File: config.mk
export PLATFORM = sky130hd
export DESIGN_NAME = mem_arbiter
export DESIGN_NICKNAME = d
export VERILOG_FILES = /design/src/rtl/mem_arbiter.sv
export SDC_FILE = /design/constraint.sdc
export NUM_CORES = 1
export LEC_CHECK = 0
export ABC_CLOCK_PERIOD_IN_PS = 2000
export CAP_MARGIN = 20
export CORE_MARGIN = 4
export CORE_UTILIZATION = 40
export CTS_CLUSTER_SIZE = 12
export DETAILED_ROUTE_END_ITERATION = 16
export PLACE_DENSITY = 0.81
export SYNTH_ARGS = -nofsm -noshare
export SYNTH_HDL_FRONTEND = slang
export SYNTH_SLANG_ARGS = --single-unit
File: constraint.sdc
create_clock -name clk -period 2 [get_ports clk]
set_clock_uncertainty 0.05 [all_clocks]
set_input_delay 0.4 -clock clk [delete_from_list [all_inputs] [get_ports clk]]
set_output_delay 0.4 -clock clk [all_outputs]
set_load 0.01 [all_outputs]
File: src/rtl/mem_arbiter.sv
// mem_arbiter
// Two-port round-robin arbiter in front of a single-ported memory controller.
// One transaction is in flight at a time. The winner's request is latched
// in IDLE, presented to the memory for one ACCESS cycle, optionally waits
// RD_LAT cycles for read data, and is acknowledged with a one-cycle pulse
// in RESP.
//
// Parameters:
//   AW      address width
//   DW      data width
//   RD_LAT  cycles from the mem_read strobe until mem_value is valid (>= 1)
//
// Ports:
//   clk, rst_n          clock (rising edge), asynchronous active-low reset
//   req0/1, we0/1       access request and write enable, per port
//   addr0/1, wdata0/1   word address and write data, per port
//   ack0/1              one-cycle completion pulse, per port
//   rdata0/1            read data, valid with ack, held until the next read
//   mem_address/mem_val address and write data towards the controller
//   mem_read/mem_write  one-cycle strobes towards the controller
//   mem_value           read data from the controller
//   busy                high whenever a transaction is in progress
module mem_arbiter #(
    parameter int AW     = 10,
    parameter int DW     = 32,
    parameter int RD_LAT = 1
) (
    input  logic          clk,
    input  logic          rst_n,
    input  logic          req0,
    input  logic          req1,
    input  logic          we0,
    input  logic          we1,
    input  logic [AW-1:0] addr0,
    input  logic [AW-1:0] addr1,
    input  logic [DW-1:0] wdata0,
    input  logic [DW-1:0] wdata1,
    output logic          ack0,
    output logic          ack1,
    output logic [DW-1:0] rdata0,
    output logic [DW-1:0] rdata1,
    output logic [AW-1:0] mem_address,
    output logic [DW-1:0] mem_val,
    output logic          mem_read,
    output logic          mem_write,
    input  logic [DW-1:0] mem_value,
    output logic          busy
);

    // Counter only needs to hold RD_LAT-1 (the number of extra WAIT cycles).
    localparam int CW = (RD_LAT > 1) ? $clog2(RD_LAT) : 1;

    typedef enum logic [1:0] {
        IDLE,
        ACCESS,
        WAIT,
        RESP
    } state_t;

    state_t          state_q, state_d;
    logic            prio_q, prio_d;
    logic            grant_q, grant_d;
    logic            we_q, we_d;
    logic [AW-1:0]   addr_q, addr_d;
    logic [DW-1:0]   wdata_q, wdata_d;
    logic [CW-1:0]   cnt_q, cnt_d;
    logic [DW-1:0]   rdata0_q, rdata0_d;
    logic [DW-1:0]   rdata1_q, rdata1_d;

    // ------------------------------------------------------------------
    // State register
    // ------------------------------------------------------------------
    always_ff @(posedge clk or negedge rst_n) begin
        if (!rst_n) begin
            state_q  <= IDLE;
            prio_q   <= 1'b0;
            grant_q  <= 1'b0;
            we_q     <= 1'b0;
            addr_q   <= '0;
            wdata_q  <= '0;
            cnt_q    <= '0;
            rdata0_q <= '0;
            rdata1_q <= '0;
        end else begin
            state_q  <= state_d;
            prio_q   <= prio_d;
            grant_q  <= grant_d;
            we_q     <= we_d;
            addr_q   <= addr_d;
            wdata_q  <= wdata_d;
            cnt_q    <= cnt_d;
            rdata0_q <= rdata0_d;
            rdata1_q <= rdata1_d;
        end
    end

    // ------------------------------------------------------------------
    // Next-state logic
    // ------------------------------------------------------------------
    always_comb begin
        state_d  = state_q;
        prio_d   = prio_q;
        grant_d  = grant_q;
        we_d     = we_q;
        addr_d   = addr_q;
        wdata_d  = wdata_q;
        cnt_d    = cnt_q;
        rdata0_d = rdata0_q;
        rdata1_d = rdata1_q;

        unique case (state_q)
            IDLE: begin
                if (req0 || req1) begin
                    // Contention resolves to prio; a lone requester always
                    // wins, which reduces to "grant port 1 iff req1".
                    grant_d = (req0 && req1) ? prio_q : req1;
                    prio_d  = ~grant_d;
                    we_d    = grant_d ? we1    : we0;
                    addr_d  = grant_d ? addr1  : addr0;
                    wdata_d = grant_d ? wdata1 : wdata0;
                    state_d = ACCESS;
                end
            end

            ACCESS: begin
                if (we_q) begin
                    state_d = RESP;
                end else begin
                    cnt_d   = CW'(RD_LAT - 1);
                    state_d = WAIT;
                end
            end

            WAIT: begin
                if (cnt_q == '0) begin
                    if (grant_q) begin
                        rdata1_d = mem_value;
                    end else begin
                        rdata0_d = mem_value;
                    end
                    state_d = RESP;
                end else begin
                    cnt_d = cnt_q - CW'(1);
                end
            end

            RESP: begin
                state_d = IDLE;
            end

            default: begin
                state_d = IDLE;
            end
        endcase
    end

    // ------------------------------------------------------------------
    // Outputs: decoded from registered state only, so nothing on the
    // request side reaches the memory interface combinationally.
    // ------------------------------------------------------------------
    always_comb begin
        busy        = (state_q != IDLE);
        mem_read    = (state_q == ACCESS) && !we_q;
        mem_write   = (state_q == ACCESS) &&  we_q;
        ack0        = (state_q == RESP)   && !grant_q;
        ack1        = (state_q == RESP)   &&  grant_q;
        mem_address = addr_q;
        mem_val     = wdata_q;
        rdata0      = rdata0_q;
        rdata1      = rdata1_q;
    end

endmodule

After elaboration in Yosys (flattened, before gate mapping)
Cells that the tools add are included.
W data, S select, Z words.
Word-level totals
  register bits after elaboration: 112
  input bits: 122
  word-level logic and storage cells: 46
Operators by class
  $add $sub $neg: 1
  equality and inequality tests: 6
  muxes and demuxes: 11
  bitwise gates (word level): 3
  reduce and logical (&&, ||, !) cells: 16
Operators by type and width (number)
  $mux W32: 1
  $mux W10: 1
  $pmux W2 S4: 1
  $ne A2 B2 Y1 const B: 3
  $reduce_and A2 Y1: 3
  $reduce_and A3 Y1: 2
  $logic_and A1 B1 Y1: 5
  $mux W1: 5
  $eq A2 B2 Y1 const B: 2
  $mux W2: 2
  $reduce_bool A2 Y1: 2
  $not A1 Y1: 3
  $eq A2 B1 Y1 const B: 1
  $logic_not A1 Y1: 2
  $logic_not A2 Y1: 1
  $pmux W1 S2: 1
  $logic_or A1 B1 Y1: 1
  $sub A1 B1 Y1 const B: 1

Depth between registers and ports, before layout
Gate-level depths: netlist of the first run.
  word-level depth: 3
  depth in mapped cells: 6
  mapped depth without buffers: 5

Worst setup path after synthesis of the first run
OpenSTA, ideal clock, no wires.
  kind: register to register
  start point: register state_q[0]
  end point: register rdata0_q[0], in the netlist rdata0[0]
  arrival: 1467 ps
  required time: 1825 ps
  slack: 359 ps
  cell stages (with the launch flop): 7
  buffers on the path: 2
  clock period less this slack: 1641 ps
  path through: dfrtp_1 > inv_1 > ha_1 > nor2b_1 > clkbuf_1 > buf_4 > mux2_2
Between the ends
  cells in the longest elaborated chain, start to end: 2
Ends and longest elaborated chain
  start: declaration: line 60  | state_t state_q, state_d;
  start signal: assignment: line 85  | state_q <= state_d;
  $eq A2 B2 Y1: line 111  | unique case (state_q)
  $reduce_and A3 Y1 (no source line)
  end signal: assignment: line 92  | rdata0_q <= rdata0_d;
  end: declaration: line 67  | logic [DW-1:0] rdata0_q, rdata0_d;
No other way between the ends.
A chain may end at the register's enable or synchronous reset.

Worst setup path after layout of the first run
  start point: register state_q[0]
  end point: output busy
Between the ends
  cells in the longest elaborated chain, start to end: 1
Ends and longest elaborated chain
  $reduce_bool A2 Y1: line 162  | busy = (state_q != IDLE);
  end: declaration: line 47  | output logic busy
No other way between the ends.

==> results of run 1 <==
==> path summary, 6_finish.rpt <==
| kind | from | endpoint | slack [ps] | cells after the start |
|---|---|---|---|---|
| max in group asynchronous | rst_n | mem_val[24] | 790 | 3 |
| worst min register to register | rdata0[5] | rdata0[5] | 440 | 1 |
| min in group asynchronous | rst_n | mem_val[14] | 460 | 2 |
| worst max register to register | state_q[0] | mem_address[5] | 240 | 7 |
| worst min-delay path | rdata0[5] | rdata0[5] | 440 | 1 |
| worst max-delay path | state_q[0] | busy | 110 | 4 |
==> where the power goes <==
group | internal, uW | switching, uW
registers | 3390 | 655
logic | 3580 | 2170
clock network | 981 | 801
==> worst max-delay path: cells and delay by family, from the launching register on <==
kind                     cells  cell delay [ps]
buffers and inverters        3              490
adder cells (fa/ha/maj)      1              200
flip-flops                   1              410
==> routing by layer <==
layer	share of wire (%)	vias up	track usage, %
met1	40	1715	23.40
met2	49	164	31.70
met5	0	-	0
met3	9.6	13	6.554
li1	-	1598	-
met4	1.1	0	5.146
==> what timing repair did <==
item,4_1_cts,5_1_grt
resized for setup,8,3
setup buffers,1,0
cloned,0,0
endpoints found under the setup margin,5,2
pin swaps,0,0
hold buffers,1,0
hold endpoints to repair,21,0
==> registers in the layout, indices dropped and copies added, names as in the netlist <==
signal and flops:
we_q 1, prio_q 1, rdata1 32, mem_address 10, mem_val 32, state_q 2, grant_q 1, rdata0 32
==> stage by stage <==
stage	power, uW	setup slack, ps	instances	hold WS (ps)	utilization [%]
floorplan	6676	358.5	307	54.41	-
global placement	9677	112.9	671	261.7	64.57
detailed placement	9897	31.79	671	268.7	64.57
CTS	11720	15.76	689	440.5	67.53
global route	12260	9.329	689	460.2	67.51
finish	11570	115.0	689	437.0	67.51
==> cell usage after synthesis (all sizes together) <==
cell type and number:
mux2 65, clkbuf 1, ha 4, nand2 4, nor2b 3, buf 18
and3 1, dfrtp 111, inv 4, o21ai 1, and2 45, a31oi 1
a21o 2, a211oi 1, a21oi 2, nor2 1, a221o 43
==> layout make-up <==
cell class | instances | share of cell area (%)
clock buffer | 10 | 3.102
tap | 140 | 2.373
inverter | 4 | 0.2034
sequential | 111 | 37.63
timing repair buffer | 245 | 33.66
clock inverter | 6 | 0.9492
multi-input combinational | 173 | 22.08
==> cells by family (layout without fill, tap and decap cells) <==
logic type	count (synthesis)	in the layout	share of synthesized area, %
and+or+nand+nor	54	54	7.186
adders and majority gates	4	4	1.106
buffers and inverters	23	265	3.123
muxes	65	65	16.17
AOI/OAI and AO/OA	50	50	11.06
DFF	111	111	61.36
==> results.py, run 1 <==
metrics = {
    "synthesis": {
        "synth_seq_cells": 111,
        "yosys.area.top_type_share_pct": 61.36,
        "yosysWarnings": 0,
        "ys_types": 21,
        "synth_area_leaders": "dfrtp_1 (61%), mux2_2 (16%), a221o_1 (9.5%)",
        "syn_nets": 433,
        "syn_inst": 307,
        "synth_seq_area_share_pct": 61.36,
        "post_synth.cell_area_avg_um2": 14.75,
        "netlist_area_um2": 4527,
        "yosysTopAreaCell": "dfrtp_1",
    },
    "sta": {
        "tightest_slew_ps": 336.2,
        "fmax_ghz": 0.5305,
        "max-slew-margin-rel_pct": 77.59,
        "maxSlewViolCount": 0,
        "grt_setup_unrepaired": "no",
        "setup_violations": 0,
        "timing.final.crit_period_ps": 1885,
        "finalCritPeriodShare_pct": 94.25,
        "final-hold-violation-count": 0,
        "setup_tns_ps": 0,
    },
    "place": {
        "hpwl_um": 9530,
        "dpl_cell_area_um2": 7061,
        "numPortBuffers": 232,
        "gp_routability_congestion": 0.8183,
    },
    "worst_setup_path": {
        "crit_type": "reg2out",
        "cp_data_arrival_time_ps": 1440,
        "critPathSlowestCell": "dfrtp_1",
        "endpoint_kind": "primary output",
        "crit_top_cell": "inv_1",
        "cp.required_ps": 1550,
        "cpPeakStageDelay_ps": 410,
        "crit_chain": "inv_1 > ha_4 > inv_1 > dlygate4sd2_1",
        "cp_max_fo": 5,
        "startpoint_type": "flop",
    },
    "detailed_routing": {
        "drtAntennaViolNets": 0,
        "drt-pass1-iter-count": 4,
        "avgViaCountPerCell": 5.065,
        "wirelength_um": 12530,
        "drt_iter0_markers": 164,
        "vias": 3490,
        "drc_errors": 0,
        "wl_per_cell_um": 18.19,
    },
    "die": {
        "num_io_pins": 233,
        "row_count": 38,
        "die-width_um": 114.4,
        "fp.dieH_um": 114.4,
        "die-area_um2": 13080,
        "initial_core_util_pct": 41.40,
        "core_um2": 10940,
    },
    "pwr": {
        "p_leak_uw": 0.003059,
        "ir_worst_vdd_mv": 0.8204,
        "power.density_nw_per_um2": 1568,
    },
    "final_layout": {
        "final_cell_mix": "clkdlybuf4s50_1 (226), dfrtp_1 (111), mux2_2 (63), a221o_1 (43), and2_0 (42)",
        "nFillCells": 804,
        "fin_area_um2": 7382,
        "final_common_cell": "clkdlybuf4s50_1",
        "drive_gt1_share_pct": 18.03,
        "final_nets": 670,
        "multi_input_area_um2": 1630,
        "diodes": 0,
        "ff_latch_area_um2": 2778,
        "synthToLayoutAreaGrowth_pct": 63.07,
    },
    "clock_tree": {
        "ctsRootBufferMaster": "clkbuf_16",
        "cts_tree": "built",
        "cts_max_path_buffers": 2,
        "cts_sinks": 111,
        "h-tree-depth": 3,
        "clk_pin_slew_worst_paths_ps": 70,
        "clock_latency_ps": 340,
        "cts_buffers": 9,
    },
    "min_path": {
        "min_path_type": "reg2reg",
    },
    "global_routing": {
        "antenna_found_initial": 0,
        "grt_usage_pct": 18.95,
        "grt_pass1_wl_um": 19450,
        "grt-ovfl-total": 0,
        "grt_max_degree": 63,
        "grt_pass1_vias": 3725,
    },
    "status": {
        "status": "finished clean",
    },
    "job": {
        "cap_violations": 0,
    },
}
Note: power is estimated with default switching activity, not from simulation.
==> run 2, diff against run 1 <==
CORE_UTILIZATION = 61   (was 40)
DONT_BUFFER_PORTS = 1   (was default)
MAX_ROUTING_LAYER = met4   (was default)
PLACE_DENSITY = default   (was 0.81)
PLACE_DENSITY_LB_ADDON = 0.2   (was default)
==> run 2 against run 1 <==
Compared with the run above: the flow now finishes with violations (negative hold slack); register-to-register slack lost 110 ps; worst hold slack worse by 760 ps; non-clock buffer count shrank 239; via count fell by 26%; wire length is 22% lower; cell area down 34%; global-route usage grew 3.7 points; flip-flop and latch count did not move; combinational power shrank 56%; critical path type is now reg2reg; largest power group is now registers.
==> results.py, run 2 (synthesis gave the netlist of run 1 again) <==
metrics = {
    "sta": {
        "max-slew-margin-rel_pct": 62.57,
        "hold_ws_ps": -328.0,
        "final-hold-violation-count": 111,
        "setup_tns_ps": 0,
        "maxSlewViolCount": 0,
        "setup_violations": 0,
        "finalCritPeriodShare_pct": 93.45,
        "fmax_ghz": 0.5351,
        "grt_setup_unrepaired": "no",
        "timing.final.crit_period_ps": 1869,
        "tightest_slew_ps": 561.4,
    },
    "worst_setup_path": {
        "critPathSlowestCell": "dfrtp_1",
        "cp_max_fo": 31,
        "crit_chain": "inv_1 > ha_1 > o21ai_2 > buf_12 > and2_0 > a221o_1",
        "r2r-start": "state_q[0]",
        "crit_type": "reg2reg",
        "cpPeakStageDelay_ps": 420,
        "startpoint_type": "flop",
        "endpoint_kind": "flop",
        "cp_data_arrival_time_ps": 2060,
        "crit_buf_inv": 2,
        "r2r_slack_ps": 130,
        "r2r-end": "mem_val[28]",
        "cp.required_ps": 2190,
        "crit_family": "compound AO/OA/AOI/OAI gates",
        "reg2reg_depth": 6,
    },
    "global_routing": {
        "grt_pass1_wl_um": 14750,
        "grt_usage_pct": 22.68,
        "antenna_found_initial": 0,
        "grt_max_degree": 112,
        "grt-ovfl-total": 0,
        "grt_pass1_vias": 2847,
    },
    "detailed_routing": {
        "drtAntennaViolNets": 0,
        "drt_iter0_markers": 72,
        "vias": 2566,
        "drc_errors": 0,
        "wirelength_um": 9728,
        "avgViaCountPerCell": 6.274,
        "drt-pass1-iter-count": 4,
        "wl_per_cell_um": 23.78,
    },
    "die": {
        "die-area_um2": 8863,
        "core_um2": 7214,
        "num_io_pins": 233,
        "row_count": 31,
        "initial_core_util_pct": 62.75,
        "die-width_um": 94.15,
        "fp.dieH_um": 94.15,
    },
    "final_layout": {
        "final_cell_mix": "dfrtp_1 (111), mux2_2 (63), a221o_1 (43), and2_0 (42), clkbuf_8 (11)",
        "final_common_cell": "dfrtp_1",
        "synthToLayoutAreaGrowth_pct": 6.827,
        "drive_gt1_share_pct": 28.71,
        "ff_latch_area_um2": 2778,
        "nFillCells": 548,
        "multi_input_area_um2": 1610,
        "diodes": 0,
        "final_nets": 431,
    },
    "clock_tree": {
        "cts_setup_buffers": 0,
        "cts_resized": 0,
        "clk_pin_slew_worst_paths_ps": 100,
        "ctsRootBufferMaster": "clkbuf_8",
        "cts_buffers": 9,
        "h-tree-depth": 3,
        "cts_sinks": 111,
        "cts_tree": "built",
        "cts_max_path_buffers": 2,
        "clock_latency_ps": 360,
    },
    "place": {
        "hpwl_um": 7086,
        "numPortBuffers": 0,
        "gp_routability_congestion": 0.8072,
    },
    "min_path": {
        "min_path_type": "in2async",
    },
    "pwr": {
        "power.share.clock_pct": 16.1,
        "comb_power_share_pct": 29.0,
        "p_sw_uw": 3092,
        "p_sw_share_pct": 35.75,
        "p_int_uw": 5557,
        "power.density_nw_per_um2": 1788,
        "power_uw": 8648,
        "p_seq_share_pct": 54.9,
        "p_leak_uw": 0.002067,
        "ir_worst_vdd_mv": 0.7745,
    },
    "status": {
        "violations": "negative hold slack",
        "status": "finished, violations left",
    },
    "job": {
        "cap_violations": 0,
    },
}
-- run 2: changes by cell type in the layout (fill, tap and decap cells not counted), sizes merged --
cell | previous run | this run
buf | 13 | 6
clkdlybuf4s50 | 226 | 0
clkinv | 2 | 0
dlygate4sd2 | 4 | 0
dlygate4sd3 | 1 | 0
inv | 5 | 6
-- run 2: layout make-up --
cell class | count | area share, %
clock buffers | 11 | 3.131
flip-flops and latches | 111 | 57.44
multi-input cells | 173 | 33.30
inverters | 4 | 0.3105
repair buffers | 6 | 1.966
clock inverters | 5 | 1.294
well taps | 99 | 2.561
-- run 2: power by group through the flow --
stage | Sequential (uW) | Combinational, uW | Clock [uW]
after floorplan | 4470 | 2210 | 0
after global placement | 4780 | 2450 | 0
after detailed placement | 4800 | 2570 | 0
after CTS | 4770 | 2550 | 1430
after global routing | 4880 | 2800 | 1530
final | 4750 | 2510 | 1390
-- run 2: per-layer routing --
layer  GRT usage, %  vias up  share of wire (%)  routed length [um]
met5              -        -                  0                   0
met4          8.303        0                2.2                 218
met3          7.131       18                9.5                 925
met2          36.82      152                 51                4928
met1          26.70     1282                 38                3654
li1               -     1114                  -                   -
-- run 2: metrics by stage --
stage / hold slack [ps] / area, um^2 / instances / utilization, % / setup WS [ps]
after floorplan: 54.41 / 4527 / 307 / - / 358.5
after global placement: 56.84 / 4622 / 393 / 64.07 / 195.2
after detailed placement: 56.87 / 4622 / 393 / 64.07 / 131.5
after CTS: -347.5 / 4836 / 409 / 67.03 / 119.3
after global routing: -371.3 / 4836 / 409 / 67.03 / 4.728
final: -328.0 / 4836 / 409 / 67.03 / 131.1
-- run 2: how the worst max path moves through the flow --
| stage | startpoint | endpoint | slack, ps | depth (start not counted) |
|---|---|---|---|---|
| 2_1_floorplan | state_q[0] | rdata0[0] | 360 | 6 |
| 3_3_place_gp | state_q[0] | mem_val[21] | 200 | 6 |
| 3_5_place_dp | state_q[0] | mem_val[20] | 130 | 6 |
| 4_1_cts | state_q[0] | mem_val[20] | 120 | 6 |
| 5_1_grt | state_q[0] | mem_val[0] | 5 | 6 |
| 6_report | state_q[0] | mem_val[28] | 130 | 6 |
==> run 3, diff against run 2 <==
SKIP_CTS_REPAIR_TIMING = 1   (was default)
TNS_END_PERCENT = 5   (was default)
==> results of run 3 <==
Final layout, timing and power as in run 2 (identical DEF).
